$ cat src/rtl/blk_rx_frame_pkg.sv
// +------------------------------------------------------------------+
// | blk_rx_frame_pkg                                                 |
// | Shared encodings and defaults for the UART receive-frame block.  |
// | Rev 1.0                                                          |
// +------------------------------------------------------------------+
`default_nettype none

package blk_rx_frame_pkg;

  localparam int          c_clks_per_bit = 868;
  localparam int          c_frame_len    = 10;
  localparam int          c_timeout_clks = 20000;
  localparam logic [7:0]  c_sof_byte     = 8'hA5;
  localparam int          c_addr_w       = 10;

  typedef enum logic [1:0] {
    S_IDLE    = 2'd0,
    S_COLLECT = 2'd1,
    S_DONE    = 2'd2,
    S_HOLD    = 2'd3
  } frame_state_t;

endpackage

`default_nettype wire

$ cat src/rtl/blk_rx_frame_uart_rx.sv
// +------------------------------------------------------------------+
// | blk_rx_frame_uart_rx                                             |
// | 8N1 UART receiver: centre sampling, framing-error pulse.         |
// | Rev 1.0                                                          |
// +------------------------------------------------------------------+
`default_nettype none

module blk_rx_frame_uart_rx
  import blk_rx_frame_pkg::*;
#(
  parameter int CLKS_PER_BIT = c_clks_per_bit
) (
  input  logic       i_Clock,
  input  logic       i_Reset,
  input  logic       i_Rx_Serial,
  output logic       o_Rx_DV,
  output logic [7:0] o_Rx_Byte,
  output logic       o_Rx_Ferr
);

  localparam int c_cnt_w = $clog2(CLKS_PER_BIT);

  typedef enum logic [1:0] {
    RX_IDLE  = 2'd0,
    RX_START = 2'd1,
    RX_DATA  = 2'd2,
    RX_STOP  = 2'd3
  } rx_state_t;

  rx_state_t          r_state, w_state_next;
  logic               r_meta, r_sync;
  logic [c_cnt_w-1:0] r_clk_cnt;
  logic [2:0]         r_bit_idx;
  logic [7:0]         r_byte;
  logic               r_dv, r_ferr;
  logic               w_half, w_full;

  assign w_half = (r_clk_cnt == c_cnt_w'(CLKS_PER_BIT / 2 - 1));
  assign w_full = (r_clk_cnt == c_cnt_w'(CLKS_PER_BIT - 1));

  always_comb begin
    w_state_next = r_state;
    case (r_state)
      RX_IDLE:  if (!r_sync) w_state_next = RX_START;
      // a start pulse that is gone by mid-bit was a glitch
      RX_START: if (w_half) w_state_next = r_sync ? RX_IDLE : RX_DATA;
      RX_DATA:  if (w_full && r_bit_idx == 3'd7) w_state_next = RX_STOP;
      RX_STOP:  if (w_full) w_state_next = RX_IDLE;
      default:  w_state_next = RX_IDLE;
    endcase
  end

  always_ff @(posedge i_Clock) begin
    if (i_Reset) begin
      r_meta    <= 1'b1;
      r_sync    <= 1'b1;
      r_state   <= RX_IDLE;
      r_clk_cnt <= '0;
      r_bit_idx <= '0;
      r_byte    <= '0;
      r_dv      <= 1'b0;
      r_ferr    <= 1'b0;
    end else begin
      r_meta  <= i_Rx_Serial;
      r_sync  <= r_meta;
      r_state <= w_state_next;
      r_dv    <= 1'b0;
      r_ferr  <= 1'b0;
      case (r_state)
        RX_IDLE: begin
          r_clk_cnt <= '0;
          r_bit_idx <= '0;
        end
        RX_START: r_clk_cnt <= w_half ? '0 : r_clk_cnt + 1'b1;
        RX_DATA: begin
          if (w_full) begin
            r_clk_cnt         <= '0;
            r_byte[r_bit_idx] <= r_sync;
            r_bit_idx         <= r_bit_idx + 1'b1;
          end else begin
            r_clk_cnt <= r_clk_cnt + 1'b1;
          end
        end
        RX_STOP: begin
          if (w_full) begin
            r_clk_cnt <= '0;
            r_dv      <= r_sync;
            r_ferr    <= ~r_sync;
          end else begin
            r_clk_cnt <= r_clk_cnt + 1'b1;
          end
        end
        default: r_clk_cnt <= '0;
      endcase
    end
  end

  assign o_Rx_DV   = r_dv;
  assign o_Rx_Byte = r_byte;
  assign o_Rx_Ferr = r_ferr;

endmodule

`default_nettype wire

$ cat src/rtl/blk_rx_frame.sv
// +------------------------------------------------------------------+
// | blk_rx_frame                                                     |
// | Packs received UART bytes into frame memory, signals completion. |
// | Optional start-of-frame filtering via macro RX_SOF_EN.           |
// | Rev 1.0                                                          |
// +------------------------------------------------------------------+
`default_nettype none

module blk_rx_frame
  import blk_rx_frame_pkg::*;
#(
  parameter int         CLKS_PER_BIT = c_clks_per_bit,
  parameter int         FRAME_LEN    = c_frame_len,
  parameter int         TIMEOUT_CLKS = c_timeout_clks,
  parameter logic [7:0] SOF_BYTE     = c_sof_byte
) (
  input  logic                i_clk,
  input  logic                i_reset,
  input  logic                i_uart_rx,
  input  logic                i_rx_mem_rbusy,
  output logic                o_rx_mem_wen,
  output logic [c_addr_w-1:0] o_rx_mem_waddr,
  output logic [7:0]          o_rx_mem_wdata,
  output logic                o_rx_mem_wdone,
  output logic                o_led,
  output logic [39:0]         o_probe
);

  localparam int                  c_tmo_w    = $clog2(TIMEOUT_CLKS);
  localparam logic [c_addr_w-1:0] c_last_idx = c_addr_w'(FRAME_LEN - 1);
  localparam logic [c_tmo_w-1:0]  c_tmo_last = c_tmo_w'(TIMEOUT_CLKS - 1);
`ifdef RX_SOF_EN
  localparam logic c_sof_en = 1'b1;
`else
  localparam logic c_sof_en = 1'b0;
`endif

  logic                w_rx_dv, w_rx_ferr;
  logic [7:0]          w_rx_byte;
  frame_state_t        r_state, w_state_next;
  logic [c_addr_w-1:0] r_idx, w_idx_next;
  logic [c_tmo_w-1:0]  r_tmo, w_tmo_next;
  logic [7:0]          r_err;
  logic                w_wen, w_err_inc;
  logic                r_wen, r_wdone, r_led;
  logic [c_addr_w-1:0] r_waddr;
  logic [7:0]          r_wdata;
  logic [39:0]         r_probe;

  blk_rx_frame_uart_rx #(
    .CLKS_PER_BIT (CLKS_PER_BIT)
  ) u_uart_rx (
    .i_Clock     (i_clk),
    .i_Reset     (i_reset),
    .i_Rx_Serial (i_uart_rx),
    .o_Rx_DV     (w_rx_dv),
    .o_Rx_Byte   (w_rx_byte),
    .o_Rx_Ferr   (w_rx_ferr)
  );

  always_comb begin
    w_state_next = r_state;
    w_idx_next   = r_idx;
    w_tmo_next   = '0;
    w_wen        = 1'b0;
    w_err_inc    = 1'b0;
    case (r_state)
      S_IDLE: begin
        if (w_rx_dv) begin
          if (c_sof_en) begin
            // the marker itself is not stored; data starts at address 0
            if (w_rx_byte == SOF_BYTE) begin
              w_state_next = S_COLLECT;
              w_idx_next   = '0;
            end
          end else begin
            w_wen = 1'b1;
            if (FRAME_LEN == 1) begin
              w_state_next = S_DONE;
            end else begin
              w_state_next = S_COLLECT;
              w_idx_next   = c_addr_w'(1);
            end
          end
        end else if (w_rx_ferr) begin
          w_err_inc = 1'b1;
        end
      end
      S_COLLECT: begin
        if (w_rx_dv) begin
          w_wen = 1'b1;
          if (r_idx == c_last_idx) begin
            w_state_next = S_DONE;
            w_idx_next   = '0;
          end else begin
            w_idx_next = r_idx + 1'b1;
          end
        end else if (w_rx_ferr || r_tmo == c_tmo_last) begin
          w_state_next = S_IDLE;
          w_idx_next   = '0;
          w_err_inc    = 1'b1;
        end else begin
          w_tmo_next = r_tmo + 1'b1;
        end
      end
      S_DONE: begin
        w_state_next = S_HOLD;
        w_err_inc    = w_rx_dv | w_rx_ferr;
      end
      S_HOLD: begin
        // bytes arriving while the reader owns the memory are overruns
        if (!i_rx_mem_rbusy) w_state_next = S_IDLE;
        w_err_inc = w_rx_dv | w_rx_ferr;
      end
      default: w_state_next = S_IDLE;
    endcase
  end

  always_ff @(posedge i_clk) begin
    if (i_reset) begin
      r_state <= S_IDLE;
      r_idx   <= '0;
      r_tmo   <= '0;
      r_err   <= '0;
      r_wen   <= 1'b0;
      r_waddr <= '0;
      r_wdata <= '0;
      r_wdone <= 1'b0;
      r_led   <= 1'b0;
      r_probe <= '0;
    end else begin
      r_state <= w_state_next;
      r_idx   <= w_idx_next;
      r_tmo   <= w_tmo_next;
      r_wen   <= w_wen;
      if (w_wen) begin
        r_waddr <= r_idx;
        r_wdata <= w_rx_byte;
      end
      r_wdone <= (r_state == S_DONE);
      if (r_state == S_DONE) r_led <= ~r_led;
      if (w_err_inc && r_err != 8'hFF) r_err <= r_err + 1'b1;
      r_probe <= {7'd0, r_err, i_rx_mem_rbusy, r_wdone, r_wen, r_waddr,
                  r_state, w_rx_ferr, w_rx_dv, w_rx_byte};
    end
  end

  assign o_rx_mem_wen   = r_wen;
  assign o_rx_mem_waddr = r_waddr;
  assign o_rx_mem_wdata = r_wdata;
  assign o_rx_mem_wdone = r_wdone;
  assign o_led          = r_led;
  assign o_probe        = r_probe;

endmodule

`default_nettype wire

$ cat config.mk
export PLATFORM = sky130hd
export DESIGN_NAME = blk_rx_frame
export DESIGN_NICKNAME = d
export VERILOG_FILES = /design/src/rtl/blk_rx_frame_pkg.sv /design/src/rtl/blk_rx_frame_uart_rx.sv /design/src/rtl/blk_rx_frame.sv
export SDC_FILE = /design/constraint.sdc
export NUM_CORES = 1
export LEC_CHECK = 0
export ABC_CLOCK_PERIOD_IN_PS = 1900
export BUFFER_PORTS_ARGS = -buffer_cell sky130_fd_sc_hd__buf_2
export CORE_UTILIZATION = 40
export DETAILED_ROUTE_END_ITERATION = 12
export PLACE_DENSITY_LB_ADDON = 0.1
export SETUP_SLACK_MARGIN = 0.2
export SYNTH_ARGS = -nofsm -noshare
export SYNTH_HDL_FRONTEND = slang
export SYNTH_HIERARCHICAL = 1
export SYNTH_SLANG_ARGS = --single-unit
$ cat constraint.sdc
create_clock -name i_clk -period 1.9 [get_ports i_clk]
set_clock_uncertainty 0.1 [all_clocks]
set_input_delay 0.095 -clock i_clk [delete_from_list [all_inputs] [get_ports i_clk]]
set_output_delay 0.095 -clock i_clk [all_outputs]
set_load 0.005 [all_outputs]
==> results.ini <==
[run_status]
status = finished with violations
violations = negative setup slack

[worst_hold_path]
hold_class = in -> reg

[routing]
post_drt_via_cell_ratio = 4.97
met2WireLength_um = 4430
antenna_left = 0
routedLengthMet1_um = 4620
detail_route.first_pass.iterations = 5
top_layer_used = met4
first_drt_iteration_drcs = 78
finalWirelength_um = 9560
drt_drc_violations_left = 0
detail_route.wl_per_cell_um = 13.1
vias = 3622
dr_wl_met3_um = 323

[layout]
synthToLayoutAreaGrowth_pct = 29.9
final-instance-count-excl-fill = 729
final.fill_count = 1004
diodes = 0
final_area_sq_um = 6030
multi_input_area_sq_um = 2300
seq_area_sq_um = 2330
num-nets-final = 588
drive_gt1_share_pct = 29.5

[sta]
final_critical_path_setup_slack_ns = -0.0113
post-route-min-period_ns = 1.91
min_period_over_period_pct = 101
final_setup_violation_count = 9
fmaxAchievable_mhz = 523
final_max_slew_violation_count = 0
rsz0062_at_grt = yes
report.final.hold_viol_count = 0

[synthesis]
yosys.area.top_type_share_pct = 50.0
synth_top_cells_by_area = sky130_fd_sc_hd__dfxtp_1 (50%), sky130_fd_sc_hd__nor2b_1 (5.5%), sky130_fd_sc_hd__nor2_1 (3.6%)
synthesis.area_per_instance_sq_um = 9.55
sequential_area_share_after_synthesis_pct = 50.0
most_frequent_cell_after_synthesis = sky130_fd_sc_hd__dfxtp_1
synthCells = 486
postSynthRegisterBits = 116
synth_cell_types = 52
ys.warnings.count = 6
synth-edff-count = 0
synth_top_cells_by_count = sky130_fd_sc_hd__dfxtp_1 (116), sky130_fd_sc_hd__nor2_1 (45), sky130_fd_sc_hd__nor2b_1 (41), sky130_fd_sc_hd__nand2_1 (40), sky130_fd_sc_hd__nand2b_1 (19)
most_used_flip_flop_cell_after_synthesis = sky130_fd_sc_hd__dfxtp_1
synthArstFlopShare_pct = 0
synth.largest_area_cell = sky130_fd_sc_hd__dfxtp_1
syn_area_sq_um = 4640

[critical_path]
reg2reg_setup_slack_ns = -0.01
crit_path_max_fanout = 8
worst_ep_arrival_time_ns = 2.16
worst-setup-path-type = reg -> reg
cpPeakStageDelay_ns = 0.40
slowest_stage = sky130_fd_sc_hd__or3_4
critPathLaunchType = register
cp.required_ns = 2.14
critical_path.top_delay_family = simple AND/OR/NAND/NOR gates
endpoint_kind = register
cp.buffers_inverters = 1
critical_path.cell_chain = ha_4, and4_4, and4_4, or3_4, or3_4, buf_6, nor2_1

[pwr]
cell_internal_pwr_w = 0.00439
clock_share_of_power_pct = 53.9
swShare_pct = 19.5
leakage_nw = 2.48
power_frac_seq_pct = 44.8
power-per-cell-area_nw_per_um2 = 906
pwr-share-comb_pct = 1.3
switching_power_w = 0.00107
report.power.total_w = 0.00546
ir_drop_uv = 745

[cts]
clkLatencyLatePin_ns = 0.41
clock_tree_from_tritoncts = built
cts_root_buffer = sky130_fd_sc_hd__clkbuf_16
cts_buffer_depth = 2
cts_inserted_buffers = 17
cts_sinks = 116
cts-htree-levels = 4
cts.clk_slew.worst_paths_ns = 0.05

[floorplanning]
design.core.area_sq_um = 11100
die_outline_height_um = 110
dieWidth_um = 110
pin_count = 65
fp-row-count = 38
die-area_sq_um = 12000
floorplan.initialDensity_pct = 41.9

[global_route]
grt_max_degree = 44
grt_overflow = 0
gr-usage-all-layers_pct = 17.2
first_global_vias = 3370
antenna_found_initial = 0
grt_first_pass_wirelength_um = 15800

[place]
place_congestion = 0.819
place_area_sq_um = 5240
numPortBuffers = 57
placed_cells = 689
dp_worst_setup_slack_ns = -0.0489
detailed_place_hpwl_um = 6190

[job]
max_cap_viol_count = 0

final cells by class:
class | count | area share [%]
clock inverter | 4 | 0.747
sequential | 116 | 38.7
inverter | 6 | 0.374
multi-input combinational | 335 | 38.2
tap | 140 | 2.91
clock buffer | 28 | 8.41
timing repair buffer | 100 | 10.7
final timing paths:
check / from / end / depth (start not counted)
worst min register to register: u_uart_rx/r_meta / u_uart_rx/r_sync / 1
worst max register to register: r_tmo[1] / r_tmo[12] / 7
worst max-delay path: r_tmo[1] / r_tmo[12] / 7
worst min-delay path: i_uart_rx / u_uart_rx/r_meta / 3
repair_timing:
action / CTS / global route
pin swaps: 9 / 8
gates cloned: 1 / 0
hold endpoints to repair: 6 / 0
resized for setup: 27 / 13
setup buffers: 2 / 2
hold buffers: 3 / 0
setup endpoints to repair: 37 / 49
power by group through the flow:
| stage | combinational, W | sequential [W] | clock (W) |
|---|---|---|---|
| 5_1_grt | 0.0000772 | 0.00244 | 0.00311 |
| 3_5_place_dp | 0.0000628 | 0.00249 | 0 |
| 2_1_floorplan | 0.0000543 | 0.00249 | 0 |
| 6_report | 0.0000702 | 0.00245 | 0.00294 |
| 4_1_cts | 0.0000684 | 0.00244 | 0.00301 |
| 3_3_place_gp | 0.0000626 | 0.00249 | 0 |
cells by family (layout without fill, tap and decap cells):
logic type	Yosys count	in the layout	share of synthesized area [%]
flip-flops	116	116	50.0
buffers and inverters	41	138	4.56
other	1	7	0.0808
AO/OA/AOI/OAI	54	54	8.14
adder cells (fa/ha/maj)	8	8	2.16
multiplexers	17	17	3.83
XOR/XNOR	23	23	4.34
AND/OR/NAND/NOR	226	226	26.9
metrics by stage:
stage               util, %  hold WS, ns  setup TNS (ns)
floorplan                 -       0.0988          -0.400
global placement       47.3        0.181         -0.0139
detailed placement     47.3        0.180          -0.621
CTS                    53.7        0.277          -0.113
global route           54.4        0.293           -1.45
finish                 54.4        0.294         -0.0641
placed cells by master, fill, tap and decap left out, drive strengths merged, types with 2 or more instances in the layout:
cell / instances
buf: 97
nand2: 40
nand3b: 2
conb: 7
o21bai: 2
dfxtp: 116
xor2: 7
nand4: 9
nand3: 16
clkbuf: 28
inv: 6
o21a: 2
and3: 9
nor3: 10
and2: 2
nor2b: 41
clkinv: 3
a21oi: 17
ha: 8
dlygate4sd3: 3
a211oi: 4
nand2b: 19
mux2i: 11
mux2: 6
xnor2: 16
nand4b: 4
nor4: 5
nor2: 48
and4: 4
or2: 3
nor3b: 6
nor4b: 2
o22a: 10
a31oi: 7
or3: 2
a311oi: 7
sequential cells by signal, indices dropped and copies added, names as in the netlist, named ones only:
| name | cells |
|---|---|
| o_led | 1 |
| o_probe | 33 |
| o_rx_mem_waddr | 10 |
| o_rx_mem_wdata | 8 |
| o_rx_mem_wdone | 1 |
| o_rx_mem_wen | 1 |
| r_err | 8 |
| r_idx | 10 |
| r_state | 1 |
| r_tmo | 15 |
| u_uart_rx/o_Rx_Byte | 8 |
| u_uart_rx/o_Rx_DV | 1 |
| u_uart_rx/o_Rx_Ferr | 1 |
| u_uart_rx/r_bit_idx | 3 |
| u_uart_rx/r_clk_cnt | 10 |
| u_uart_rx/r_meta | 1 |
| u_uart_rx/r_state | 1 |
| u_uart_rx/r_sync | 1 |
worst min-delay path, stage by stage:
cell	delay, ns
sky130_fd_sc_hd__dlygate4sd3_1	0.51
sky130_fd_sc_hd__buf_2	0.09
sky130_fd_sc_hd__or2_2	0.08
per-layer routing:
metal	GRT usage, %	vias to the layer above
met5	0	-
met4	8.00	0
met3	4.98	16
met2	27.3	59
met1	21.6	1711
li1	-	1836
No activity file was read; power rests on OpenSTA's default activity.
